**src/rtl/shift_rotate_unit_if.sv**
```systemverilog
// Handshake and data bundle between an issuing datapath and shift_rotate_unit.
// The master drives the operand, amount and mode with start. The slave returns the result, carry, busy and done.
// WIDTH sets the operand width. SHW is derived from WIDTH and must not be overridden.
interface shift_rotate_unit_if #(
    parameter int WIDTH = 8,
    parameter int SHW   = $clog2(WIDTH)
) ();
    logic             start;    // request, sampled only while the unit is idle
    logic [WIDTH-1:0] in;       // operand
    logic [SHW-1:0]   amt;      // shift amount, 0..WIDTH-1
    logic [1:0]       mode;     // 00 LSL, 01 ROL, 10 LSR, 11 ASR
    logic [WIDTH-1:0] out;      // registered result
    logic             carry;    // last bit shifted or rotated out
    logic             busy;     // operation in flight (SHIFT or DONE)
    logic             done;     // one-cycle result-valid pulse

    modport master (
        output start, in, amt, mode,
        input  out, carry, busy, done
    );

    modport slave (
        input  start, in, amt, mode,
        output out, carry, busy, done
    );
endinterface

```
**src/rtl/shift_rotate_unit.sv**
```systemverilog
// Purpose: WIDTH-bit shifter/rotator (LSL, ROL, LSR, ASR) with registered result and carry-out.
// Latency: done is high amt+1 cycles after the start edge (1 cycle when amt==0). With SRU_BARREL_EN, done is always 1 cycle after the start edge.
// Backpressure: start is ignored, not queued, while busy. out and carry hold until the next accepted start.
//
// Ports:
//   clk  rising-edge clock
//   rst  synchronous active-high reset
//   sru  shift_rotate_unit_if.slave carrying start/in/amt/mode in and out/carry/busy/done back
// Build option: define SRU_BARREL_EN to compute the result in one cycle with a barrel shifter.
// That build has no SHIFT state and no step counter.
module shift_rotate_unit #(
    parameter int WIDTH = 8,
    parameter int SHW   = $clog2(WIDTH)
) (
    input  logic              clk,
    input  logic              rst,
    shift_rotate_unit_if.slave sru
);

    localparam logic [1:0] MODE_LSL = 2'b00;
    localparam logic [1:0] MODE_ROL = 2'b01;
    localparam logic [1:0] MODE_LSR = 2'b10;
    localparam logic [1:0] MODE_ASR = 2'b11;

    typedef enum logic [1:0] {
        ST_IDLE  = 2'b00,
`ifndef SRU_BARREL_EN
        ST_SHIFT = 2'b01,
`endif
        ST_DONE  = 2'b10
    } state_e;

    state_e           r_state;
    state_e           w_state_nxt;
    logic [WIDTH-1:0] r_data;
    logic             r_carry;
    logic             w_accept;

    // start is only honoured from IDLE. Any start seen during SHIFT or DONE is dropped.
    assign w_accept = (r_state == ST_IDLE) && sru.start;

`ifdef SRU_BARREL_EN
    // Single-cycle path. Each shift is done one bit wider so the bit that would
    // leave last in the iterative sequence lands in the extra position.
    //   left:  {0,in} << k puts in[WIDTH-k] at bit WIDTH (0 when k==0)
    //   right: {in,0} >> k puts in[k-1]     at bit 0     (0 when k==0)
    logic [WIDTH:0]        w_lsh;
    logic [WIDTH:0]        w_rsh;
    logic signed [WIDTH:0] w_asr;
    logic [SHW:0]          w_ramt;
    logic [WIDTH-1:0]      w_rol_wrap;
    logic [WIDTH-1:0]      w_res;
    logic                  w_res_carry;

    assign w_lsh  = {1'b0, sru.in} << sru.amt;
    assign w_rsh  = {sru.in, 1'b0} >> sru.amt;
    assign w_asr  = $signed({sru.in, 1'b0}) >>> sru.amt;
    // Bits wrapping round on a rotate. When amt==0 this shifts by WIDTH, giving 0.
    assign w_ramt     = (SHW+1)'(WIDTH) - {1'b0, sru.amt};
    assign w_rol_wrap = sru.in >> w_ramt;

    always_comb begin
        w_res       = sru.in;
        w_res_carry = 1'b0;
        case (sru.mode)
            MODE_LSL: begin
                w_res       = w_lsh[WIDTH-1:0];
                w_res_carry = w_lsh[WIDTH];
            end
            MODE_ROL: begin
                w_res       = w_lsh[WIDTH-1:0] | w_rol_wrap;
                w_res_carry = w_lsh[WIDTH];
            end
            MODE_LSR: begin
                w_res       = w_rsh[WIDTH:1];
                w_res_carry = w_rsh[0];
            end
            MODE_ASR: begin
                w_res       = w_asr[WIDTH:1];
                w_res_carry = w_asr[0];
            end
            default: begin
                w_res       = sru.in;
                w_res_carry = 1'b0;
            end
        endcase
    end

    // Next-state logic. An accepted start always finishes in one step.
    always_comb begin
        w_state_nxt = r_state;
        case (r_state)
            ST_IDLE: if (sru.start) w_state_nxt = ST_DONE;
            ST_DONE: w_state_nxt = ST_IDLE;
            default: w_state_nxt = ST_IDLE;
        endcase
    end

    always_ff @(posedge clk) begin
        if (rst) begin
            r_state <= ST_IDLE;
        end else begin
            r_state <= w_state_nxt;
        end
    end

    always_ff @(posedge clk) begin
        if (rst) begin
            r_data  <= '0;
            r_carry <= 1'b0;
        end else if (w_accept) begin
            r_data  <= w_res;
            r_carry <= w_res_carry;
        end
    end

`else
    // Iterative path: one bit position per clock, counting amt down to 1.
    logic [SHW-1:0] r_cnt;
    logic [1:0]     r_mode;
    logic           w_amt_zero;

    assign w_amt_zero = (sru.amt == '0);

    // Next-state logic. A zero amount skips SHIFT entirely. The final shift
    // happens on the edge that leaves SHIFT with cnt==1.
    always_comb begin
        w_state_nxt = r_state;
        case (r_state)
            ST_IDLE: begin
                if (sru.start) begin
                    w_state_nxt = w_amt_zero ? ST_DONE : ST_SHIFT;
                end
            end
            ST_SHIFT: begin
                if (r_cnt == SHW'(1)) begin
                    w_state_nxt = ST_DONE;
                end
            end
            ST_DONE: w_state_nxt = ST_IDLE;
            default: w_state_nxt = ST_IDLE;
        endcase
    end

    always_ff @(posedge clk) begin
        if (rst) begin
            r_state <= ST_IDLE;
        end else begin
            r_state <= w_state_nxt;
        end
    end

    always_ff @(posedge clk) begin
        if (rst) begin
            r_data  <= '0;
            r_carry <= 1'b0;
            r_cnt   <= '0;
            r_mode  <= MODE_LSL;
        end else if (w_accept) begin
            r_data  <= sru.in;
            r_carry <= 1'b0;
            r_cnt   <= sru.amt;
            r_mode  <= sru.mode;
        end else if (r_state == ST_SHIFT) begin
            r_cnt <= r_cnt - SHW'(1);
            case (r_mode)
                MODE_LSL: begin
                    r_carry <= r_data[WIDTH-1];
                    r_data  <= {r_data[WIDTH-2:0], 1'b0};
                end
                MODE_ROL: begin
                    r_carry <= r_data[WIDTH-1];
                    r_data  <= {r_data[WIDTH-2:0], r_data[WIDTH-1]};
                end
                MODE_LSR: begin
                    r_carry <= r_data[0];
                    r_data  <= {1'b0, r_data[WIDTH-1:1]};
                end
                default: begin  // ASR: replicate the sign bit
                    r_carry <= r_data[0];
                    r_data  <= {r_data[WIDTH-1], r_data[WIDTH-1:1]};
                end
            endcase
        end
    end
`endif

    assign sru.out   = r_data;
    assign sru.carry = r_carry;
    assign sru.busy  = (r_state != ST_IDLE);
    assign sru.done  = (r_state == ST_DONE);

endmodule

```
**src/flat_wrapper.sv**
```systemverilog
// flat-port wrapper written by rule: the top's interface ports become plain ports
module shift_rotate_unit_flat 
#(
    parameter int WIDTH = 8,
    parameter int SHW   = $clog2(WIDTH)
)
  (clk, rst, sru_start, sru_in, sru_amt, sru_mode, sru_out, sru_carry, sru_busy, sru_done);
  shift_rotate_unit_if #(.WIDTH(WIDTH), .SHW(SHW)) sru_i ();
  input  logic clk;
  input  logic rst;
  input wire logic [$bits(sru_i.start)-1:0] sru_start;
  input wire logic [$bits(sru_i.in)-1:0] sru_in;
  input wire logic [$bits(sru_i.amt)-1:0] sru_amt;
  input wire logic [$bits(sru_i.mode)-1:0] sru_mode;
  output wire logic [$bits(sru_i.out)-1:0] sru_out;
  output wire logic [$bits(sru_i.carry)-1:0] sru_carry;
  output wire logic [$bits(sru_i.busy)-1:0] sru_busy;
  output wire logic [$bits(sru_i.done)-1:0] sru_done;
  assign sru_i.start = sru_start;
  assign sru_i.in = sru_in;
  assign sru_i.amt = sru_amt;
  assign sru_i.mode = sru_mode;
  assign sru_out = sru_i.out;
  assign sru_carry = sru_i.carry;
  assign sru_busy = sru_i.busy;
  assign sru_done = sru_i.done;
  shift_rotate_unit #(.WIDTH(WIDTH), .SHW(SHW)) u_core (.clk(clk), .rst(rst), .sru(sru_i));
endmodule
```
**config.mk**
```make
export PLATFORM = sky130hd
export DESIGN_NAME = shift_rotate_unit_flat
export DESIGN_NICKNAME = d
export VERILOG_FILES = /design/src/rtl/shift_rotate_unit_if.sv /design/src/rtl/shift_rotate_unit.sv /design/src/flat_wrapper.sv
export SDC_FILE = /design/constraint.sdc
export NUM_CORES = 1
export LEC_CHECK = 0
export ABC_AREA = 1
export CAP_MARGIN = 20
export CORE_ASPECT_RATIO = 1.5
export CORE_MARGIN = 1
export CORE_UTILIZATION = 46
export DETAILED_ROUTE_END_ITERATION = 6
export GPL_TIMING_DRIVEN = 0
export MAX_ROUTING_LAYER = met4
export PLACE_DENSITY = 0.78
export SLEW_MARGIN = 5
export SYNTH_ARGS = -nofsm -noshare
export SYNTH_HDL_FRONTEND = slang
export SYNTH_SLANG_ARGS = --single-unit
```
**constraint.sdc**
```tcl
create_clock -name clk -period 1.2 [get_ports clk]
set_input_delay 0.18 -clock clk [delete_from_list [all_inputs] [get_ports clk]]
set_output_delay 0.18 -clock clk [all_outputs]
set_load 0.005 [all_outputs]
```
Word-level counts from Yosys, hierarchy flattened
Cells that the tools add are included.
{"block": "word_totals", "elab_cells": 35, "ff_bits": 16}
{"block": "classes", "n_reduce_logical": 11, "add_sub_neg": 1, "n_eq_ne": 7, "muxes": 10}
{"cell": "case mux 8 bit (3 select lines)", "n": 1}
{"cell": "two-way mux 8 bit", "n": 2}
{"cell": "two-way mux 2 bit", "n": 3}
{"cell": "two-way mux 3 bit", "n": 2}
{"cell": "== test 2 x 1 -> 1 bit (second input constant)", "n": 2}
{"cell": "== test 2 bit (second input constant)", "n": 2}
{"cell": "zero test 2 bit", "n": 2}
{"cell": "case mux 2 bit (2 select lines)", "n": 1}
{"cell": "AND reduction 2 bit", "n": 2}
{"cell": "nonzero test 2 bit", "n": 2}
{"cell": "nonzero test 4 bit", "n": 1}
{"cell": "OR reduction 2 bit", "n": 2}
{"cell": "== test 3 x 1 -> 1 bit (second input constant)", "n": 1}
{"cell": "zero test 3 bit", "n": 1}
{"cell": "subtractor 3 x 1 -> 3 bit (second input constant)", "n": 1}
{"cell": "inequality test 2 x 1 -> 1 bit (second input constant)", "n": 1}
{"cell": "inequality test 2 bit (second input constant)", "n": 1}
{"cell": "logical AND 1 bit", "n": 1}
{"cell": "two-way mux 1 bit", "n": 1}

Logic depth before layout (Yosys ltp)
{"block": "logic_depth", "word_depth": 4, "ltp_mapped": 8, "mapped_depth_nobuf": 7}

Worst setup path after synthesis
No wires, ideal clock.
{"block": "synth_timing", "kind": "reg2reg", "start": "register u_core.r_state[0]", "end": "register u_core.r_data[1] (netlist: u_core.sru.out[1])", "required_ns": 1.091, "arrival_ns": 0.935, "setup_ns": 0.109, "slack_ns": 0.156, "n_path_buf": 1, "stages_incl_launch_ff": 9, "cell_sequence": "dfxtp_1 > inv_2 > nand2_4 > nor2_4 > buf_6 > nand2_1 > nand3_1 > nand2_1 > inv_1"}
{"block": "synth_via", "elab_chain_len": 3, "elab_cells_between_ends": 5, "cone_classes": "eq/ne (1); mux (1); reduce/logical (3)"}
{"element": "from (decl)", "line": "shift_rotate_unit.sv:33", "rtl": "state_e r_state;"}
{"element": "from (signal assigned)", "line": "shift_rotate_unit.sv:149", "rtl": "r_state <= w_state_nxt;"}
{"element": "zero test 2 bit", "line": "shift_rotate_unit.sv:40", "rtl": "assign w_accept = (r_state == ST_IDLE) && sru.start;"}
{"element": "logical AND 1 bit", "line": "shift_rotate_unit.sv:40"}
{"element": "two-way mux 8 bit / nonzero test 2 bit (equally long branches)"}
{"element": "to (signal assigned)", "line": "shift_rotate_unit.sv:160", "rtl": "r_data <= sru.in;"}
{"element": "to (signal assigned)", "line": "shift_rotate_unit.sv:169", "rtl": "r_data <= {r_data[WIDTH-2:0], 1'b0};"}
{"element": "to (signal assigned)", "line": "shift_rotate_unit.sv:173", "rtl": "r_data <= {r_data[WIDTH-2:0], r_data[WIDTH-1]};"}
{"element": "to (decl)", "line": "shift_rotate_unit.sv:35", "rtl": "logic [WIDTH-1:0] r_data;"}
Several ways; a longest one is shown, not always the timed one.
A chain may end at the register's enable or synchronous reset.

Final worst setup path
{"block": "layout_timing", "start": "register u_core.r_state[0]", "end": "register u_core.r_data[5] (netlist: u_core.sru.out[5])"}
Same word-level chain as after synthesis.

==> qor_table.md <==
| Group | Metric | This run |
|:---|:---|:---|
| sta | Final setup violation count | 0 |
| drt | Routed length per placed instance | 12.43 microns |
| sta | Maximum clock frequency | 867.4 MHz |
| synth | Synth Warn # | 0 |
| hold path | Number of cells on the worst hold path | 2 |
| final layout | Antenna Cells | 0 |
| synth | Number of instances in the synthesized netlist | 143 |
| synth | Cell taking the most area after synthesis | dfxtp_1 |
| hold path | Origin of the worst min-delay path | rst |
| power | Power Internal | 1080 uW |
| critical path | Type of the worst setup path | reg2reg |
| cts | Insertion delay to the later sink of the worst-skew pair | 300 ps |
| sta | Fin crit share | 0.9607 |
| critical path | CP max FO | 5 |
| floorplanning | Chip height | 56.87 microns |
| drt | DRC viols | 0 |
| final layout | Area growth from synthesis to final layout | 48.10% |
| drt | Total iterations of the first detailed-routing run | 4 |
| floorplanning | Top-level I/O count | 27 |
| sta | Minimum period implied by the final worst setup slack | 1153 ps |
| power | Portion of total power attributed to combinational logic | 0.372 |
| synth | Post-synthesis sequential element count | 16 |
| cts | H-tree lvl count | 1 |
| power | Net switching fraction of the power | 0.3416 |
| critical path | Setup crit start kind | flop |
| power | Worst ir drop on vdd | 923.2 uV |
| flow run | Maxcap violations | 0 |
| synth | Largest cells by area after synthesis | dfxtp_1 35%, nand2_1 20%, inv_1 8.5% |
| critical path | Crit path buf inv count | 3 |
| grt | Total global routing track utilization | 0.2717 |
| power | PwrDens | 1200 mW/mm^2 |
| critical path | Logic depth of the worst register-to-register path | 8 |
| cts | Root buffer cell | clkbuf_4 |
| critical path | CP Capture Type | flop |
| sta | Max-slew violation count | 0 |
| power | Share of total power in sequential cells | 0.395 |
| final layout | Nets | 203 |
| sta | Largest clock skew in the final design | 1.088 ps |
| drt | Final wirelength | 2.549 mm |
| hold path | WHS Endpoint | u_core.r_state[0] |
| synth | Area share of the largest cell type after synthesis | 0.3469 |
| grt | Number of antenna violations at the first check in global routing | 0 |
| critical path | Gate family responsible for the most delay along the worst path | flip-flops |
| critical path | Highest cell delay on the worst timing path | 370 ps |
| synth | Count of different cell masters after synthesis | 19 |
| sta | Final hold violation count | 0 |
| synth | Sequential share of the synthesized area | 0.3469 |
| cts | Clock Path Buffers | 2 |
| critical path | Register-to-register path setup slack | 50 ps |
| placement | Routability-driven placement congestion ratio | 0.7809 |
| placement | HPWL after detailed placement | 1.695 mm |
| grt | Maximum number of pins on one net before global-route repair | 11 |
| sta | Setup TNS | 0 ps |
| synth | Post-Synthesis Cell Area | 923.4 sq um |
| floorplanning | Die Outline Area | 0.002194 sq mm |
| floorplanning | Row count | 19 |
| power | Sw Pwr | 560.4 uW |
| critical path | Launch instance of the worst register-to-register path | u_core.r_state[0] |
| hold path | Hold/Removal Path Class | in2reg |
| cts | Clock net sink count | 16 |
| critical path | Ordered cell list for the critical path | buf_6, nor2_4, nand2_4, buf_4, nand2_1, nand3_1, nand2_1, inv_1 |
| critical path | Data arrival at the endpoint of the critical path | 1360 ps |
| synth | Synthesized Nets | 161 |
| cts | Total CTS buffers | 3 |
| grt | GR Overflow Total | 0 |
| drt | DRC marker count from the first detailed-route iteration | 30 |
| critical path | Critical Path RT | 1410 ps |
| drt | Routed via count | 1,085 |
| sta | Setup repair after global routing missed its margin | yes |
| cts | Clock tree from TritonCTS | built |
| sta | Worst-case headroom to the max-slew limit | 0.8195 |
| power | Relative contribution of the clock network to total power | 0.232 |
| final layout | Ratio of cells with drive above 1 in the final layout | 0.2500 |
| critical path | CP max-delay cell | dfxtp_4 |
| synth | Average size of a mapped cell | 6.457 sq um |
| floorplanning | Die width | 38.58 microns |
| placement | Port Buf Inserts | 25 |
| cts | Clock slew at reported path FFs | 100 ps |
| power | Static leakage | 0.0006907 uW |
| critical path | Most frequent CP cell | nand2_1 |
| drt | Detail-routed via count per cell | 5.293 |
| floorplanning | Starting density of the core | 0.4980 |
| grt | Number of global-route vias before repair | 1,066 |
| grt | Wire length of the first global-routing pass | 4.264 mm |
| power | Total design power | 1640 uW |
| outcome | Outcome | complete, no violations |
| critical path | Worst flop-to-flop path endpoint | u_core.sru.out[5] |
| sta | Worst-margin pin slew | 270.8 ps |
| floorplanning | Core ar. | 0.001854 sq mm |
| drt | Post-detailed-route count of antenna-violating nets | 0 |
Yosys cell counts:
cell / instances
nand2_4: 1
a21oi_1: 11
dfxtp_1: 16
o21ai_4: 1
buf_6: 1
a31oi_1: 2
o21a_1: 1
o211ai_1: 1
buf_2: 1
o21ai_0: 11
ha_1: 2
inv_2: 3
inv_1: 21
xor2_1: 1
nor2_1: 8
nor2_4: 2
nand3_1: 10
nand2_1: 48
buf_4: 2
timing repair:
item,in CTS,in global routing
endpoints found under the setup margin,14,12
buffers inserted,10,1
hold buffers,0,0
pin swaps,1,5
cloned,1,0
gates resized for setup,31,12
layout make-up:
| class | count | area, sq um |
|---|---|---|
| multi-input combinational | 99 | 513.0 |
| fill | 154 | 486.7 |
| clock buffer | 4 | 36.28 |
| sequential | 16 | 336.6 |
| timing repair buffer | 37 | 325.3 |
| buffer | 4 | 35.03 |
| inverter | 24 | 95.09 |
| tap | 21 | 26.28 |
power groups by stage:
stage	clock network [uW]	logic (uW)	registers [uW]
2_1_floorplan	0	303	656
3_3_place_gp	0	498	659
3_5_place_dp	0	510	663
4_1_cts	378	570	645
5_1_grt	390	681	656
6_report	381	611	648
through the flow:
step,worst slack [ps],hold WS (ps),area [sq um],cells,util
final,47.16,113.9,1368,205,0.7375
after detailed placement,-343.1,437.8,1200,189,0.6471
after CTS,1.146,118.6,1334,204,0.7193
after global routing,-27.30,124.5,1368,205,0.7375
after global placement,-322.3,436.6,1200,189,0.6471
after floorplan,156.0,321.9,923.4,143,-
worst max-delay path by stage:
stage	cells past startpoint	to	start
finish	8	u_core.sru.out[5]	u_core.r_state[0]
global route	8	u_core.sru.out[7]	u_core.r_state[0]
CTS	3	sru_done	u_core.r_state[1]
detailed placement	6	u_core.sru.out[6]	sru_start
global placement	6	u_core.sru.out[6]	sru_start
floorplan	8	u_core.sru.out[1]	u_core.r_state[0]
metal layers:
layer / share of wire / GRT usage / wire length, microns / up-vias
li1: - / - / - / 529
met1: 0.39 / 0.2864 / 998 / 523
met2: 0.56 / 0.4810 / 1428 / 26
met3: 0.025 / 0.02767 / 63 / 7
met4: 0.023 / 0.1133 / 59 / 0
met5: 0 / - / 0 / -
cell families (layout without fill, tap and decap cells):
family	count (synthesis)	in the layout	synth area share
simple gates	69	69	0.3184
buf+inv	28	69	0.1314
compound gates	27	27	0.1667
flops	16	16	0.3469
fa+ha+maj	2	2	0.02710
xor+xnor	1	1	0.009487
state kept, by name (all words and copies together) (netlist names):
name	cells
u_core.r_cnt	3
u_core.sru.out	8
u_core.r_mode	2
u_core.r_state	2
u_core.sru.carry	1
placed cells by master, fill, tap and decap left out, types with 3 or more instances in the layout:
master,netlist,layout
clkbuf_4,0,3
clkdlybuf4s50_1,0,13
dfxtp_1,16,5
a21oi_1,11,10
dfxtp_2,0,10
nor2_1,8,7
o21ai_0,11,10
nand2_1,48,46
nor2_4,2,3
buf_4,2,11
dlygate4sd2_1,0,10
nand3_1,10,8
inv_1,21,21
buf_6,1,4
worst register-to-register path, stage by stage, from the launching register on:
cell	delay (ps)
dfxtp_4	370
buf_6	120
nor2_4	110
nand2_4	70
buf_4	170
nand2_1	60
nand3_1	60
nand2_1	60
inv_1	30
(Power assumes the default switching activity.)
